$ cat config.mk
export PLATFORM = sky130hd
export DESIGN_NAME = pixel_buffer_arbiter
export DESIGN_NICKNAME = d
export VERILOG_FILES = /design/src/rtl/pixel_buffer_arbiter.sv
export SDC_FILE = /design/constraint.sdc
export NUM_CORES = 1
export LEC_CHECK = 0
export BUFFER_PORTS_ARGS = -buffer_cell sky130_fd_sc_hd__buf_2
export CAP_MARGIN = 20
export CORE_ASPECT_RATIO = 1.75
export CORE_UTILIZATION = 30
export CTS_CLUSTER_DIAMETER = 30
export DETAILED_ROUTE_END_ITERATION = 16
export PLACE_DENSITY = 0.56
export REMOVE_ABC_BUFFERS = 1
export SYNTH_ARGS = -nofsm -noshare
export SYNTH_HDL_FRONTEND = slang
export SYNTH_SLANG_ARGS = --single-unit
export TNS_END_PERCENT = 100
$ cat constraint.sdc
create_clock -name clk -period 4.94 [get_ports clk]
set_clock_uncertainty 0.2 [all_clocks]
set_input_delay 0.247 -clock clk [delete_from_list [all_inputs] [get_ports clk]]
set_output_delay 0.247 -clock clk [all_outputs]
set_load 0.02 [all_outputs]
$ cat src/rtl/pixel_buffer_arbiter.sv
// pixel_buffer_arbiter: shares a single-port pixel buffer between a
// streaming writer and a random-address reader. One RAM access per cycle,
// round-robin on contention, sequential write addressing with frame-end pulse.
// Optional macro PIXEL_ARB_WRITE_PRIORITY_EN: writer always wins contention.
module pixel_buffer_arbiter #(
  parameter int NUM_PIXELS = 153600,
  parameter int ADDR_W     = 18,
  parameter int DATA_W     = 8
) (
  input  logic              clk,
  input  logic              reset,
  input  logic              wr_valid,
  output logic              wr_ready,
  input  logic [DATA_W-1:0] wr_data,
  input  logic              wr_sop,
  input  logic              rd_valid,
  output logic              rd_ready,
  input  logic [ADDR_W-1:0] rd_addr,
  output logic              rd_data_valid,
  output logic [DATA_W-1:0] rd_data,
  output logic [ADDR_W-1:0] ram_address,
  output logic              ram_chipselect,
  output logic              ram_write,
  output logic [DATA_W-1:0] ram_writedata,
  input  logic [DATA_W-1:0] ram_readdata,
  output logic [ADDR_W-1:0] wr_addr,
  output logic              frame_done
);

  localparam logic [ADDR_W-1:0] LAST_ADDR = ADDR_W'(NUM_PIXELS - 1);
  localparam logic [ADDR_W:0]   DEPTH_EXT = (ADDR_W + 1)'(NUM_PIXELS);
  localparam logic [ADDR_W-1:0] ZERO_ADDR = {ADDR_W{1'b0}};

  logic [ADDR_W-1:0] r_wr_addr;
  logic [ADDR_W-1:0] r_ram_addr;
  logic              r_rd_pend;
  logic              r_rd_oob;
  logic              r_frame_done;
`ifndef PIXEL_ARB_WRITE_PRIORITY_EN
  logic              r_last_rd;    // 1: last grant went to the reader
`endif

  logic              w_grant_wr;
  logic              w_grant_rd;
  logic              w_rd_in_range;
  logic [ADDR_W-1:0] w_wr_issue_addr;
  logic [ADDR_W-1:0] w_wr_next_addr;

  assign w_rd_in_range   = ({1'b0, rd_addr} < DEPTH_EXT);
  assign w_wr_issue_addr = wr_sop ? ZERO_ADDR : r_wr_addr;
  assign w_wr_next_addr  = (w_wr_issue_addr == LAST_ADDR) ? ZERO_ADDR
                                                          : (w_wr_issue_addr + ADDR_W'(1));

  // Pick at most one requester per cycle; nobody is granted while in reset.
  always_comb begin
    w_grant_wr = 1'b0;
    w_grant_rd = 1'b0;
    if (reset) begin
      w_grant_wr = 1'b0;
      w_grant_rd = 1'b0;
    end else if (wr_valid && rd_valid) begin
`ifdef PIXEL_ARB_WRITE_PRIORITY_EN
      w_grant_wr = 1'b1;
`else
      if (r_last_rd) begin
        w_grant_wr = 1'b1;
      end else begin
        w_grant_rd = 1'b1;
      end
`endif
    end else if (wr_valid) begin
      w_grant_wr = 1'b1;
    end else if (rd_valid) begin
      w_grant_rd = 1'b1;
    end else begin
      w_grant_wr = 1'b0;
      w_grant_rd = 1'b0;
    end
  end

  assign wr_ready = w_grant_wr;
  assign rd_ready = w_grant_rd;

  // Drive the buffer port from the granted side; address holds when idle.
  always_comb begin
    ram_chipselect = 1'b0;
    ram_write      = 1'b0;
    ram_writedata  = wr_data;
    ram_address    = r_ram_addr;
    if (w_grant_wr) begin
      ram_chipselect = 1'b1;
      ram_write      = 1'b1;
      ram_address    = w_wr_issue_addr;
    end else if (w_grant_rd && w_rd_in_range) begin
      ram_chipselect = 1'b1;
      ram_address    = rd_addr;
    end else begin
      ram_chipselect = 1'b0;
      ram_write      = 1'b0;
    end
  end

  // Sequential state: write pointer, read tracking, frame pulse, arbitration history.
  always_ff @(posedge clk) begin
    if (reset) begin
      r_wr_addr    <= ZERO_ADDR;
      r_ram_addr   <= ZERO_ADDR;
      r_rd_pend    <= 1'b0;
      r_rd_oob     <= 1'b0;
      r_frame_done <= 1'b0;
`ifndef PIXEL_ARB_WRITE_PRIORITY_EN
      r_last_rd    <= 1'b1;
`endif
    end else begin
      r_ram_addr   <= ram_address;
      r_rd_pend    <= w_grant_rd;
      r_rd_oob     <= w_grant_rd && !w_rd_in_range;
      r_frame_done <= w_grant_wr && !wr_sop && (r_wr_addr == LAST_ADDR);
      if (w_grant_wr) begin
        r_wr_addr <= w_wr_next_addr;
      end else begin
        r_wr_addr <= r_wr_addr;
      end
`ifndef PIXEL_ARB_WRITE_PRIORITY_EN
      if (w_grant_wr) begin
        r_last_rd <= 1'b0;
      end else if (w_grant_rd) begin
        r_last_rd <= 1'b1;
      end else begin
        r_last_rd <= r_last_rd;
      end
`endif
    end
  end

  // The buffer's 1-cycle read latency lines its output up with the pending
  // flag, so data is steered straight through; out-of-range reads return 0.
  // A read accepted just before reset is suppressed while reset is high.
  assign rd_data_valid = r_rd_pend && !reset;
  assign rd_data       = (r_rd_pend && !r_rd_oob && !reset) ? ram_readdata
                                                            : {DATA_W{1'b0}};
  assign wr_addr       = r_wr_addr;
  assign frame_done    = r_frame_done;

endmodule

# After elaboration in Yosys (flattened, before gate mapping)
# Cells that the tools add are included.
# totals
ff_bits	40
# classes
magnitude_cmp	1
n_eq_ne	2
n_addsub	1
muxes	19
reduce_logical	13
# ops
op	n
18-bit 2-to-1 mux	4
18-bit equality test, second input constant	2
18-bit by 1-bit adder with 18-bit output, second input constant	1
18-bit < comparator, second input constant	1
1-bit 2-to-1 mux	14
1-bit logical AND	8
8-bit 2-to-1 mux	1
1-bit zero test	4
2-bit nonzero test	1

# Logic depth before layout (Yosys ltp)
# Gate-level depths: netlist of run 1.
# depth
depth_word	7
ltp_mapped	8
ltp_nobuf	7

# Least setup slack after synthesis of run 1
# OpenSTA, ideal clock, no wires.
# synth_path
kind	register to register
startpoint	register r_wr_addr[0] (netlist: wr_addr[0])
endpoint	register r_wr_addr[12] (netlist: wr_addr[12])
arrival_time_ns	1.837
synth_period_minus_slack_ns	2.183
n_path_buf	0
setup_time_ns	0.146
path_stages_with_launch	8
slack_ns	2.757
t_required_ns	4.594
path_cell_list	dfxtp_1 nor2b_1 ha_1 nand3_1 nor4_2 a211oi_2 nand3_1 o311ai_0
# synth_via
elab_chain_cells	3
elab_cells_between_ends	4
cone_classes	add/sub: 1; eq/ne: 1; mux: 2
# synth_rtl
item	line_no	source
start: declaration	34	logic [ADDR_W-1:0] r_wr_addr;
start signal: assignment	120	r_wr_addr <= w_wr_next_addr;
start signal: assignment	122	r_wr_addr <= r_wr_addr;
18-bit 2-to-1 mux *	50	assign w_wr_issue_addr = wr_sop ? ZERO_ADDR : r_wr_addr;
18-bit by 1-bit adder with 18-bit output or 18-bit equality test (tied branches)	52, 51	
18-bit 2-to-1 mux *	51	assign w_wr_next_addr = (w_wr_issue_addr == LAST_ADDR) ? ZERO_ADDR
# Every way passes the cells marked *; elsewhere a longest branch is shown, timed or not.
# A chain may end at the register's enable or synchronous reset.

# Worst setup path in the final report of run 1
# Same ends and word-level chain as after synthesis.

==> results of run 1 <==
## power by group
part	leakage [µW]	switching, µW	internal, µW
Sequential	0.000326	4.89	335
Clock	0.0000712	128	202
Combinational	0.000858	91.8	47.8
## cell usage in the layout, fill, tap and decap left out, types with 2 or more instances in the layout
cell        n
o21ai_0    10
and2_1      9
and3_1      2
nand2_1    56
nor2b_1     7
a21o_1      2
o211ai_1    2
inv_1       8
a21oi_1    29
nand4_1     6
a211oi_2    2
nand3_1    11
and4_1      2
clkbuf_16   5
or4_1       4
nand3b_1    2
dfxtp_1    40
nor3_1      6
a311oi_1   15
buf_2      80
a221oi_1    2
or3_1       4
a31oi_1    17
nor2_1     14
clkbuf_1    2
## metal layers
metal	routed length [µm]	GRT usage, %	vias up
met5	0	0	-
met2	3740	29.4	88
met4	188	8.93	0
met3	357	5.00	13
li1	-	-	1243
met1	2910	19.8	1187
## critical path, stage by stage (launching register included)
cell	delay (ns)
dfxtp_1	0.44
nor2b_1	0.27
ha_1	0.25
nand3_1	0.22
nor4_2	0.55
a211oi_2	0.25
nand3_1	0.14
o311ai_0	0.12
## cell usage after synthesis, types with 2 or more instances
| library cell | n |
|---|---|
| nor2_1 | 14 |
| clkbuf_8 | 2 |
| nand2_1 | 56 |
| dfxtp_1 | 40 |
| or4_1 | 4 |
| nor2b_1 | 7 |
| o21ai_0 | 10 |
| a211oi_2 | 2 |
| buf_4 | 12 |
| a221oi_1 | 2 |
| and4_1 | 2 |
| clkbuf_1 | 8 |
| o211ai_1 | 2 |
| nand3_1 | 12 |
| and2_1 | 9 |
| or3_1 | 4 |
| nor3_1 | 6 |
| nand4_1 | 6 |
| buf_2 | 3 |
| a311oi_1 | 15 |
| nand3b_1 | 2 |
| a21oi_1 | 29 |
| inv_1 | 8 |
| a21o_1 | 2 |
| and3_1 | 2 |
| a31oi_1 | 17 |
## cell type report
type	count	area (µm²)
well taps	88	110
multi-input cells	232	1380
inverters	9	33.8
clock buffers	8	146
fillers	848	4780
flip-flops and latches	40	801
repair buffers	81	420
## metrics by stage
step                      worst slack, ns  util (%)
after floorplan                      1.88         -
after global placement               2.02      35.6
after detailed placement             1.94      35.6
after CTS                            1.93      37.5
after global routing                 2.23      37.7
final                                2.37      37.7
## path summary, 6_finish.rpt
| path | startpoint | endpoint | slack [ns] | cells after the start |
|---|---|---|---|---|
| max | wr_addr[0] | wr_addr[12] | 2.37 | 7 |
| min | rd_valid | r_last_rd | 0.009 | 3 |
| max reg2reg | wr_addr[0] | wr_addr[12] | 2.37 | 7 |
| min reg2reg | r_ram_addr[13] | r_ram_addr[13] | 0.30 | 2 |
## cells by family after synthesis
family          Yosys count  synth area share [%]
simple gates            143                  32.9
compound gates           87                  23.6
flops                    40                  33.4
buf+inv                  37                  9.08
mux                       1                 0.418
fa+ha+maj                 1                 0.522
## state kept, by name (all words and copies together), names as in the netlist
name / flops
frame_done: 1
r_last_rd: 1
r_ram_addr: 18
r_rd_oob: 1
r_rd_pend: 1
wr_addr: 18
==> summary.log, run 1 <==
[layout] cell area after layout 0.00290 mm²
[yosys] number of cells produced by synthesis 309
[placed_design] placement-stage cell area 0.00273 mm²
[outcome] result of the run completed
[routing] remaining antenna violation count 0
[routing] total number of vias 2531
[yosys] Avg Inst Size Synth 7.76 µm²
[power_and_ir_drop] overall power of the completed layout 809 µW
[global_route] global-route wire length before repair 11600 µm
[global_route] total overflow reported by the global router 0
[yosys] Post-synth EDFFs 0
[floorplanning] width of the die 69.6 µm
[timing] final critical-path required period 2.57 ns
[yosys] Area contributors post-synth dfxtp_1 (33%), nand2_1 (8.8%), a21oi_1 (6.1%)
[floorplanning] Core Box Area 0.00767 mm²
[timing] Final setup viols 0
[routing] post-detailed-route wirelength per cell 15.7 µm
[setup_path] Max FO, Critical Path 7
[timing] headroom to the max-slew limit 46.9%
[yosys] post-synthesis instance area 0.00240 mm²
[clocking] setup repair bufs after CTS 0
[clocking] clk_lat worst skew 0.28 ns
[floorplanning] die area 0.00837 mm²
[flow_run] number of max-cap violations 0
[global_route] total routing usage reported by global routing 17.4%
[timing] setup repair after global routing missed its margin no
[global_route] initial antenna violation count 0
[global_route] maximum number of pins on one net before global-route repair 55
[yosys] top_reg_cell synth dfxtp_1
[clocking] TritonCTS Buffers 5
[layout] count of inserted antenna diode cells 0
[routing] mean number of vias per cell 5.53
[power_and_ir_drop] worst voltage drop across the vdd grid 0.175 mV
[floorplanning] Die Span Y 120 µm
[layout] number of nets in the finished design 409
[setup_path] Worst setup EP type register
[power_and_ir_drop] Pwr per Cell Area 280 mW/mm²
[hold_path] class of the worst hold path in -> reg
[timing] final-report max-slew violation count 0
[setup_path] Worst Setup Start Kind register
[setup_path] Critical Setup Path Class reg -> reg
[timing] transition time at the pin with the least slew margin 0.797 ns
[layout] layout overhead on the synthesized area 20.8%
[clocking] number of cells upsized or downsized after cts 0
[clocking] number of H-tree levels 2
[routing] detailed-router iteration count before antenna repair 4
[layout] Final Non-Filler Cells 458
[placed_design] half-perimeter wire length after detailed placement 5250 µm
[routing] number of DRC violations after detailed-routing iteration 0 104
[power_and_ir_drop] leakage power 0.00125 µW
[clocking] clk sinks 40
[placed_design] number of instances in the placed design 449
[yosys] FFs w/ async S/R, synth 0%
[placed_design] placer congestion estimate 0.849
[yosys] Synthesis Warnings 0
[placed_design] number of buffers added on ports 80
[setup_path] critical path arrival 2.52 ns
[floorplanning] number of ports placed on the die boundary 97
[yosys] cell accounting for the most synthesized area dfxtp_1
[timing] worst hold margin 0.00851 ns
[global_route] vias in the first global route 2362
[layout] share of cells above drive strength 1 28.1%
[floorplanning] initial standard-cell utilization of the core 31.2%
[routing] residual DRC count 0
[yosys] post-synthesis sequential area ratio 33.4%
[clocking] clock tree from TritonCTS built
[clocking] buffer depth of the longest clock path 2
[timing] final sum of negative setup slack 0 ns
[timing] count of endpoints failing hold in the final timing report 0
[yosys] flop and latch count out of synthesis 40
[setup_path] required time at the endpoint of the critical path 4.89 ns
[timing] FMAX 388 MHz
[clocking] clock root buffer clkbuf_16
[timing] final worst path period share 52.1%
[routing] final WL 7200 µm
[yosys] portion of synthesized cell area occupied by the leading cell type 33.4%
[clocking] cts hold-fix bufs 0
[floorplanning] number of placement rows 42
[yosys] Unique masters post-synth 59
[clocking] Worst-path clk slew 0.06 ns
No activity file was read; power rests on OpenSTA's default activity.
==> run 2, diff against run 1 <==
- PLACE_DENSITY: 0.56 -> 0.58
- clock period: 4.94 -> 2.2 ns (I/O delays scaled with it)
==> run 2 against run 1 <==
Sequential power is 120% higher. Global-route usage rose by 1.9 points. Routed wire length rose by 11%. Clock power rose to 2.5 times the previous value. Hold slack about the same. Critical path depth down 1. Non-clock buffer count is 52 higher. Sequential cell count unchanged. Critical endpoint is now ram_address[4]. Largest cell class unchanged. Total power increased by 140%.
==> summary.log, run 2 (synthesis gave the netlist of run 1 again) <==
[clocking] Worst-path clk slew 0.05 ns [about the same]
[timing] Final setup viols 0 [unchanged]
[timing] worst-case setup margin in the final layout 0.0903 ns [-2.27 ns]
[setup_path] register-to-register path setup slack 0.13 ns [-2.24 ns]
[timing] FMAX 474 MHz
[global_route] vias in the first global route 2671 [+13%]
[placed_design] placer congestion estimate 0.874 [+2.9%]
[placed_design] number of buffers added on ports 80 [unchanged]
[layout] share of cells above drive strength 1 33.2% [+5.1 points]
[flow_run] number of max-cap violations 0 [unchanged]
[routing] total number of vias 2769 [+9.4%]
[routing] post-detailed-route wirelength per cell 15.7 µm [-0.27%]
[layout] most frequent cells in the layout buf_2 (80), nand2_1 (55), dfxtp_1 (40)
[clocking] buffer depth of the longest clock path 2 [unchanged]
[routing] detailed-router iteration count before antenna repair 4 [unchanged]
[floorplanning] Die Span Y 120 µm [unchanged]
[routing] mean number of vias per cell 5.43 [-1.8%]
[setup_path] required time at the endpoint of the critical path 1.89 ns [-3.00 ns]
[layout] cell area after layout 0.00339 mm² [+17%]
[routing] final WL 8000 µm [+11%]
[placed_design] worst slack after detailed placement 0.154 ns [-1.78 ns]
[layout] most common cell after layout, fill and taps aside buf_2
[layout] area of all sequential standard cells 801 µm² [unchanged]
[timing] final worst path period share 95.9%
[timing] final sum of negative setup slack 0 ns [unchanged]
[global_route] total overflow reported by the global router 0 [unchanged]
[floorplanning] width of the die 69.6 µm [unchanged]
[floorplanning] initial standard-cell utilization of the core 31.2% [unchanged]
[global_route] maximum number of pins on one net before global-route repair 39 [-29%]
[placed_design] half-perimeter wire length after detailed placement 5960 µm [+14%]
[floorplanning] number of placement rows 42 [unchanged]
[setup_path] crit path launch r_last_rd
[hold_path] class of the worst hold path in -> reg
[routing] remaining antenna violation count 0 [unchanged]
[timing] final-report max-slew violation count 0 [unchanged]
[setup_path] Crit-path slowest cell dfxtp_1
[floorplanning] die area 0.00837 mm² [unchanged]
[setup_path] longest individual stage delay on the worst path 0.32 ns [-0.23 ns]
[global_route] initial antenna violation count 0 [unchanged]
[setup_path] number of buffer and inverter stages on the critical path 2 [+2]
[timing] final critical-path required period 2.11 ns
[setup_path] critical path arrival 1.80 ns [-0.72 ns]
[timing] count of endpoints failing hold in the final timing report 0 [unchanged]
[layout] count of fill cells added during filler insertion 824 [-2.8%]
[layout] count of inserted antenna diode cells 0 [unchanged]
[power_and_ir_drop] leakage power 0.00152 µW [+21%]
[setup_path] end of the worst register-to-register path r_ram_addr[14]
[setup_path] startpoint of the worst register-to-register path r_last_rd
[global_route] global-route wire length before repair 12800 µm [+10%]
[setup_path] Max FO, Critical Path 38 [+31]
[setup_path] CP Capture Point ram_address[4]
[clocking] clock root buffer clkbuf_16
[clocking] number of H-tree levels 2 [unchanged]
[clocking] TritonCTS Buffers 5 [unchanged]
[routing] residual DRC count 0 [unchanged]
[clocking] clk sinks 40 [unchanged]
[clocking] clock tree from TritonCTS built
[placed_design] placement-stage cell area 0.00298 mm² [+9.2%]
[layout] layout overhead on the synthesized area 41.5%
[setup_path] cell depth of the worst flop-to-flop path 8 [+1]
[floorplanning] Core Box Area 0.00767 mm² [unchanged]
[setup_path] Worst Setup Start Kind register
[clocking] clk_lat worst skew 0.29 ns [about the same]
[timing] transition time at the pin with the least slew margin 0.555 ns [-0.241 ns]
[layout] number of nets in the finished design 461 [+13%]
[routing] number of DRC violations after detailed-routing iteration 0 118 [+13%]
[setup_path] critical path's top delay family simple AND/OR/NAND/NOR gates
[timing] headroom to the max-slew limit 62.8% [+16 points]
[timing] worst hold margin 0.00886 ns [+0.000345 ns]
[power_and_ir_drop] Pwr per Cell Area 581 mW/mm² [+110%]
[global_route] total routing usage reported by global routing 19.4% [+1.9 points]
[outcome] result of the run completed
[setup_path] cell-by-cell listing of the critical path or2b_2 > nand3_2 > buf_12 > a21oi_1 > a31oi_1 > buf_2
[timing] setup repair after global routing missed its margin yes
[layout] Multi-input gate area 0.00140 mm² [+1.1%]
[power_and_ir_drop] worst voltage drop across the vdd grid 0.310 mV [+77%]
[setup_path] Critical Setup Path Class reg -> out
[setup_path] Worst setup EP type output port
[setup_path] number of logic stages on the critical path including buffering 6 [-1]
[floorplanning] number of ports placed on the die boundary 97 [unchanged]
## run 2: cell types whose count changed in the layout (fill, tap and decap cells not counted), sizes merged
cell / delta
clkbuf: -2
dlygate4sd3: +20
clkinv: +1
bufinv: +1
buf: +32
## run 2: stage by stage
stage	std cells	total power, µW	utilization, %
floorplan	281	965	-
global placement	479	1110	38.8
detailed placement	479	1120	38.8
CTS	507	1990	43.7
global route	510	2050	44.2
finish	510	1970	44.2
## run 2: final cells by class
class                   instances  share of cell area (%)
multi-input cells             232                    41.2
repair buffers                133                    26.1
flip-flops and latches         40                    23.6
clock buffers                   6                    3.80
well taps                      88                    3.24
clock inverters                 2                    1.03
inverters                       9                   0.996
## run 2: where the power goes
| part | internal [µW] | leakage (µW) | switching [µW] |
|---|---|---|---|
| Sequential | 753 | 0.000326 | 8.26 |
| Combinational | 153 | 0.00112 | 225 |
| Clock | 534 | 0.0000808 | 297 |
| Total | 1440 | 0.00152 | 530 |
## run 2: metal layers
metal	vias up	track usage [%]	share of wire, %
met2	79	34.5	53
met5	-	0	0
met1	1319	20.7	38
li1	1351	-	-
met4	0	11.5	3.9
met3	20	4.08	4.2
## run 2: what timing repair did
action	CTS	global route
setup buffers	0	3
pin swaps	0	0
hold buffers	20	0
gates cloned	0	0
setup endpoints to repair	2	12
gates resized for setup	1	4
hold endpoints to repair	17	0
## run 2: worst min-delay path by stage
stage                     slack, ns        start               end  depth (start not counted)
after floorplan               -0.02        reset        wr_addr[0]                          1
after global placement         0.02   wr_data[0]  ram_writedata[0]                          0
after detailed placement       0.02   wr_data[0]  ram_writedata[0]                          0
after CTS                      0.02  rd_addr[17]    r_ram_addr[17]                          3
after global routing           0.02   wr_data[1]  ram_writedata[1]                          0
final                         0.009  rd_addr[17]    r_ram_addr[17]                          3
## run 2: worst register-to-register path, cell delays in order, from the launching register on
cell           delay, ns
dfxtp_1             0.32
nand2_1             0.09
nand2_2             0.09
inv_2               0.10
o21a_1              0.17
buf_12              0.16
nand2_1             0.07
dlygate4sd3_1       0.55
a311oi_1            0.24
